===== config.mk =====
export PLATFORM = sky130hd
export DESIGN_NAME = hex_line_formatter
export DESIGN_NICKNAME = d
export VERILOG_FILES = /design/src/rtl/hex_line_formatter.sv
export SDC_FILE = /design/constraint.sdc
export NUM_CORES = 1
export LEC_CHECK = 0
export BUFFER_PORTS_ARGS = -buffer_cell sky130_fd_sc_hd__buf_2
export CAP_MARGIN = 20
export CORE_MARGIN = 2
export CORE_UTILIZATION = 30
export CTS_BUF_LIST = sky130_fd_sc_hd__clkbuf_16
export DETAILED_ROUTE_END_ITERATION = 16
export GPL_TIMING_DRIVEN = 0
export PLACE_DENSITY_LB_ADDON = 0.15
export SLEW_MARGIN = 20
export SYNTH_ARGS = -nofsm -noshare
export SYNTH_HDL_FRONTEND = slang
export SYNTH_SLANG_ARGS = --single-unit

===== constraint.sdc =====
create_clock -name i_clk -period 3.3 [get_ports i_clk]
set_input_delay 0.33 -clock i_clk [delete_from_list [all_inputs] [get_ports i_clk]]
set_output_delay 0.33 -clock i_clk [all_outputs]
set_load 0.01 [all_outputs]

===== src/rtl/hex_line_formatter.sv =====
// hex_line_formatter: captures processor test values into a FIFO and
// re-emits each one as two ASCII hex digits plus an end-of-line byte.
module hex_line_formatter #(
  parameter int         L_DEPTH     = 3,
  parameter bit         G_UPPERCASE = 1'b0,
  parameter logic [7:0] G_EOL       = 8'h0A
) (
  input  logic       i_clk,
  input  logic       i_rst,
  input  logic [7:0] i_value,
  input  logic       i_value_wr,
  input  logic       i_terminate_str,
  output logic [7:0] o_char,
  output logic       o_char_valid,
  input  logic       i_char_ready,
  output logic       o_done,
  output logic       o_overflow
);

  localparam int DEPTH = 2 ** L_DEPTH;

  typedef enum logic [1:0] {
    S_IDLE,
    S_HI,
    S_LO,
    S_EOL
  } state_e;

  state_e           state_q, state_d;
  logic [7:0]       mem_q [DEPTH];
  logic [L_DEPTH:0] wr_ptr_q, wr_ptr_d;
  logic [L_DEPTH:0] rd_ptr_q, rd_ptr_d;
  logic [7:0]       hold_q, hold_d;
  logic [7:0]       char_q, char_d;
  logic             valid_q, valid_d;
  logic             term_q, term_d;
  logic             done_q, done_d;
  logic             ovf_q, ovf_d;

  logic       empty;
  logic       full;
  logic       push;
  logic       pop;
  logic       xfer;
  logic [7:0] head;

  function automatic logic [7:0] hex_char(input logic [3:0] n);
    logic [7:0] alpha;
    alpha = G_UPPERCASE ? 8'h41 : 8'h61;
    if (n < 4'd10) begin
      return 8'h30 + {4'h0, n};
    end
    return alpha + {4'h0, n} - 8'd10;
  endfunction

  // Extra pointer bit tells a full FIFO apart from an empty one.
  assign empty = (wr_ptr_q == rd_ptr_q);
  assign full  = (wr_ptr_q[L_DEPTH] != rd_ptr_q[L_DEPTH]) &&
                 (wr_ptr_q[L_DEPTH-1:0] == rd_ptr_q[L_DEPTH-1:0]);
  assign head  = mem_q[rd_ptr_q[L_DEPTH-1:0]];
  assign push  = i_value_wr & ~full & ~term_q;
  assign xfer  = valid_q & i_char_ready;

  always_comb begin
    state_d = state_q;
    hold_d  = hold_q;
    char_d  = char_q;
    valid_d = valid_q;
    pop     = 1'b0;
    unique case (state_q)
      S_IDLE: begin
        if (!empty) begin
          pop     = 1'b1;
          hold_d  = head;
          char_d  = hex_char(head[7:4]);
          valid_d = 1'b1;
          state_d = S_HI;
        end
      end
      S_HI: begin
        if (xfer) begin
          char_d  = hex_char(hold_q[3:0]);
          state_d = S_LO;
        end
      end
      S_LO: begin
        if (xfer) begin
          char_d  = G_EOL;
          state_d = S_EOL;
        end
      end
      S_EOL: begin
        if (xfer) begin
          if (!empty) begin
            pop     = 1'b1;
            hold_d  = head;
            char_d  = hex_char(head[7:4]);
            state_d = S_HI;
          end else begin
            valid_d = 1'b0;
            state_d = S_IDLE;
          end
        end
      end
      default: begin
        state_d = S_IDLE;
      end
    endcase
  end

  always_comb begin
    wr_ptr_d = wr_ptr_q + {{L_DEPTH{1'b0}}, push};
    rd_ptr_d = rd_ptr_q + {{L_DEPTH{1'b0}}, pop};
    term_d   = term_q | i_terminate_str;
    ovf_d    = ovf_q | (i_value_wr & full);
    done_d   = done_q |
               (term_q & empty & ~push & (state_q == S_IDLE));
  end

  // Storage needs no reset; the pointers alone define its contents.
  always_ff @(posedge i_clk) begin
    if (push) begin
      mem_q[wr_ptr_q[L_DEPTH-1:0]] <= i_value;
    end
  end

  always_ff @(posedge i_clk) begin
    if (i_rst) begin
      state_q  <= S_IDLE;
      wr_ptr_q <= '0;
      rd_ptr_q <= '0;
      hold_q   <= 8'h00;
      char_q   <= 8'h00;
      valid_q  <= 1'b0;
      term_q   <= 1'b0;
      done_q   <= 1'b0;
      ovf_q    <= 1'b0;
    end else begin
      state_q  <= state_d;
      wr_ptr_q <= wr_ptr_d;
      rd_ptr_q <= rd_ptr_d;
      hold_q   <= hold_d;
      char_q   <= char_d;
      valid_q  <= valid_d;
      term_q   <= term_d;
      done_q   <= done_d;
      ovf_q    <= ovf_d;
    end
  end

  assign o_char       = char_q;
  assign o_char_valid = valid_q;
  assign o_done       = done_q;
  assign o_overflow   = ovf_q;

endmodule


==> impl_metrics.tcl <==
set metrics [dict create \
    path_delay_family "multiplexers" \
    utilization_pct 35.9 \
    avgSynthCellArea_um2 14.5 \
    cpMaxStageDelayCell "mux4_2" \
    worstSkewPairLatency_ns 0.35 \
    required_ns 3.60 \
    p_leak_nw 1.54 \
    pin_count 24 \
    cts_max_level 3 \
    syn_nets 287 \
    r2r_setup_slack_ns 0.27 \
    crit_start "rd_ptr_q[0]" \
    rsz0062_at_grt "no" \
    ys_types 47 \
    postSynthCellCount 263 \
    grt_start_max_net_pins 19 \
    grt_use_met3_pct 4.02 \
    cpPeakStageDelay_ns 0.57 \
    die_x_um 117 \
    grt_pass1_vias 2160 \
    worstSetupStartpointType "flop" \
    whs_endpoint "term_q" \
    finClkSkew_ns 0.00751 \
    path_max_fanout 10 \
    diodes 0 \
    routabilityCongestion 0.704 \
    grt_pass1_wl_mm 12.3 \
    wl_per_cell_um 16.7 \
    cts.sinks 89 \
    via_count 2196 \
    cp.depth 9 \
    fin_crit_ns 3.03 \
    holdCritStartpoint "i_terminate_str" \
    num_rows 41 \
    syn2layout_area_growth_pct 17.4 \
    synth-edff-count 64 \
    synthArstFlopShare_pct 0 \
    rr_endpoint "o_char[2]" \
    gr-total-overflow 0 \
    hold_class "in -> reg" \
    routed_wl_mm 7.94 \
    cts.clk_slew.worst_paths_ns 0.07 \
    cts_tree "built" \
    status "completed" \
    yosysSeqAreaShare_pct 63.3 \
    max_freq_ghz 0.330 \
    drt_first_pass_iters 4 \
    cts_resized 0 \
    grtUsageMet2_pct 20.9 \
    fin_cells 475 \
    top_usage_layer "met2" \
    hold_path_depth 3 \
    fp.dieH_um 117 \
    ant_nets 0 \
    core_area_mm2 0.0125 \
    reg2reg_depth 9 \
    path_cells "buf_6, buf_2, mux4_2, mux2i_1, ha_1, inv_1, or4b_1, a21oi_1, o221a_1" \
    tightestPinTransition_ns 1.02 \
    cts_buffer_depth 2 \
    ys_top_cells_by_area "edfxtp_1, dfxtp_1, mux4_2" \
    maxCapViolations 0 \
    synthDominantCellAreaShare_pct 50.2 \
    yosys_warnings 0 \
    route.detailed.drc 0 \
    ys.flop_type "edfxtp_1" \
    critPathKind "reg -> reg" \
    setup_violations 0 \
    port_buffers 22 \
    place_area_mm2 0.00418 \
    relSlewSlack_pct 31.5 \
    drive_above_1_share_pct 22.4 \
    final_cell_area_mm2 0.00449 \
    r2r-start "rd_ptr_q[0]" \
    die-area_mm2 0.0137 \
    drv_slew 0 \
    finalCritPeriodShare_pct 91.8 \
    critPathArrivalTime_ns 3.33 \
    grt_util_met1_pct 16.1 \
    clockRootBuffer "clkbuf_16" \
    final_hold_viol_count 0 \
    place_inst 459 \
    post_cts_buffers 0 \
    finalPower_mw 3.40 \
    synth_seq_cells 89 \
    endpoint_kind "flop" \
    nNetsFinal 322 \
    yosys.area.top_type "edfxtp_1" \
    drt-initial-drc-count 113 \
    grtUsageTotal_pct 12.9 \
    cp.buffers_inverters 3 \
    powerDensity_mw_per_mm2 756 \
    antenna_found_initial 0 \
    routed_via_density 4.62 \
    peakVddDrop_mv 0.692 \
    syn_area_mm2 0.00382 \
    holdWs_ns 0.183 \
    initial_core_util_pct 30.6 \
    holdBufCountCts 0 \
    place.detailed.hpwl_mm 5.26 \
    numCtsBuffers 9 \
]
cell usage after synthesis, drive strengths merged, types with 3 or more instances:
| library cell | count |
|---|---|
| a21o | 4 |
| mux2i | 9 |
| nor3 | 6 |
| clkbuf | 5 |
| mux4 | 16 |
| ha | 11 |
| nand2b | 3 |
| xor2 | 5 |
| a21oi | 11 |
| buf | 7 |
| nor2 | 27 |
| inv | 8 |
| nand2 | 9 |
| edfxtp | 64 |
| dfxtp | 25 |
| o21ai | 7 |
| xnor2 | 4 |
| a211oi | 8 |
| nor2b | 7 |
worst reg2reg max path, stage by stage (launching register included):
cell	delay, ns
dfxtp_1	0.36
buf_6	0.18
buf_2	0.36
mux4_2	0.57
mux2i_1	0.30
ha_1	0.23
inv_1	0.05
or4b_1	0.51
a21oi_1	0.21
o221a_1	0.20
flip-flops by register name (all words and copies together) (netlist names), 2 cells and up:
signal and count:
mem_q 64, o_char 7, hold_q 4, rd_ptr_q 4, wr_ptr_q 4, state_q 2
cells in the final DEF, fill, tap and decap left out, drive strengths merged, types with 2 or more instances in the layout:
master  instances
a21o            4
buf            31
a21oi          11
nor4b           2
o21ai           7
mux4           16
inv            13
nand3           2
nor3            6
xor2            5
ha             11
a32oi           2
o31ai           2
xnor2           4
edfxtp         64
nor2b           7
a311oi          2
dfxtp          25
nand2b          3
nor2           27
nand2           9
clkbuf         14
a221oi          2
mux2i           9
a211oi          8
worst max-delay path by stage:
stage,slack [ns],endpoint
4_1_cts,0.20,o_char[2]
6_report,0.27,o_char[2]
3_3_place_gp,-0.10,mem_q[1][0]
3_5_place_dp,0.25,o_char[2]
2_1_floorplan,0.72,o_char[2]
5_1_grt,0.03,mem_q[4][6]
logic make-up after synthesis:
family	after synthesis	share of synthesized area (%)
DFF	89	63.3
and+or+nand+nor	62	7.98
AOI/OAI and AO/OA	46	8.37
muxes	25	12.1
buffers and inverters	20	2.45
adders and majority gates	11	3.60
xor gates and xnor gates	9	2.06
other	1	0.0980
layout make-up:
class	count	area, µm²
buffer	12	63.8
clock buffer	9	225
clock inverter	7	91.3
fill	1239	8030
inverter	8	30.0
multi-input combinational	154	1320
sequential	89	2420
tap	172	215
timing repair buffer	24	125
through the flow:
| step | worst slack [ns] | setup TNS (ns) |
|---|---|---|
| finish | 0.272 | 0 |
| global route | 0.0274 | 0 |
| CTS | 0.203 | 0 |
| detailed placement | 0.249 | 0 |
| global placement | -0.103 | -1.27 |
| floorplan | 0.715 | 0 |
where the power goes:
part / internal [mW] / total (mW) / leakage, nW / switching (mW)
clock: 0.611 / 1.10 / 0.154 / 0.485
combinational: 0.401 / 0.953 / 0.600 / 0.552
sequential: 1.29 / 1.35 / 0.785 / 0.0622
metal layers:
layer  up-vias  routed length, µm
met3         8                275
met2        37               3850
met4         0                110
li1       1074                  -
met5         -                  0
met1      1077               3710
No activity file was read; power rests on OpenSTA's default activity.
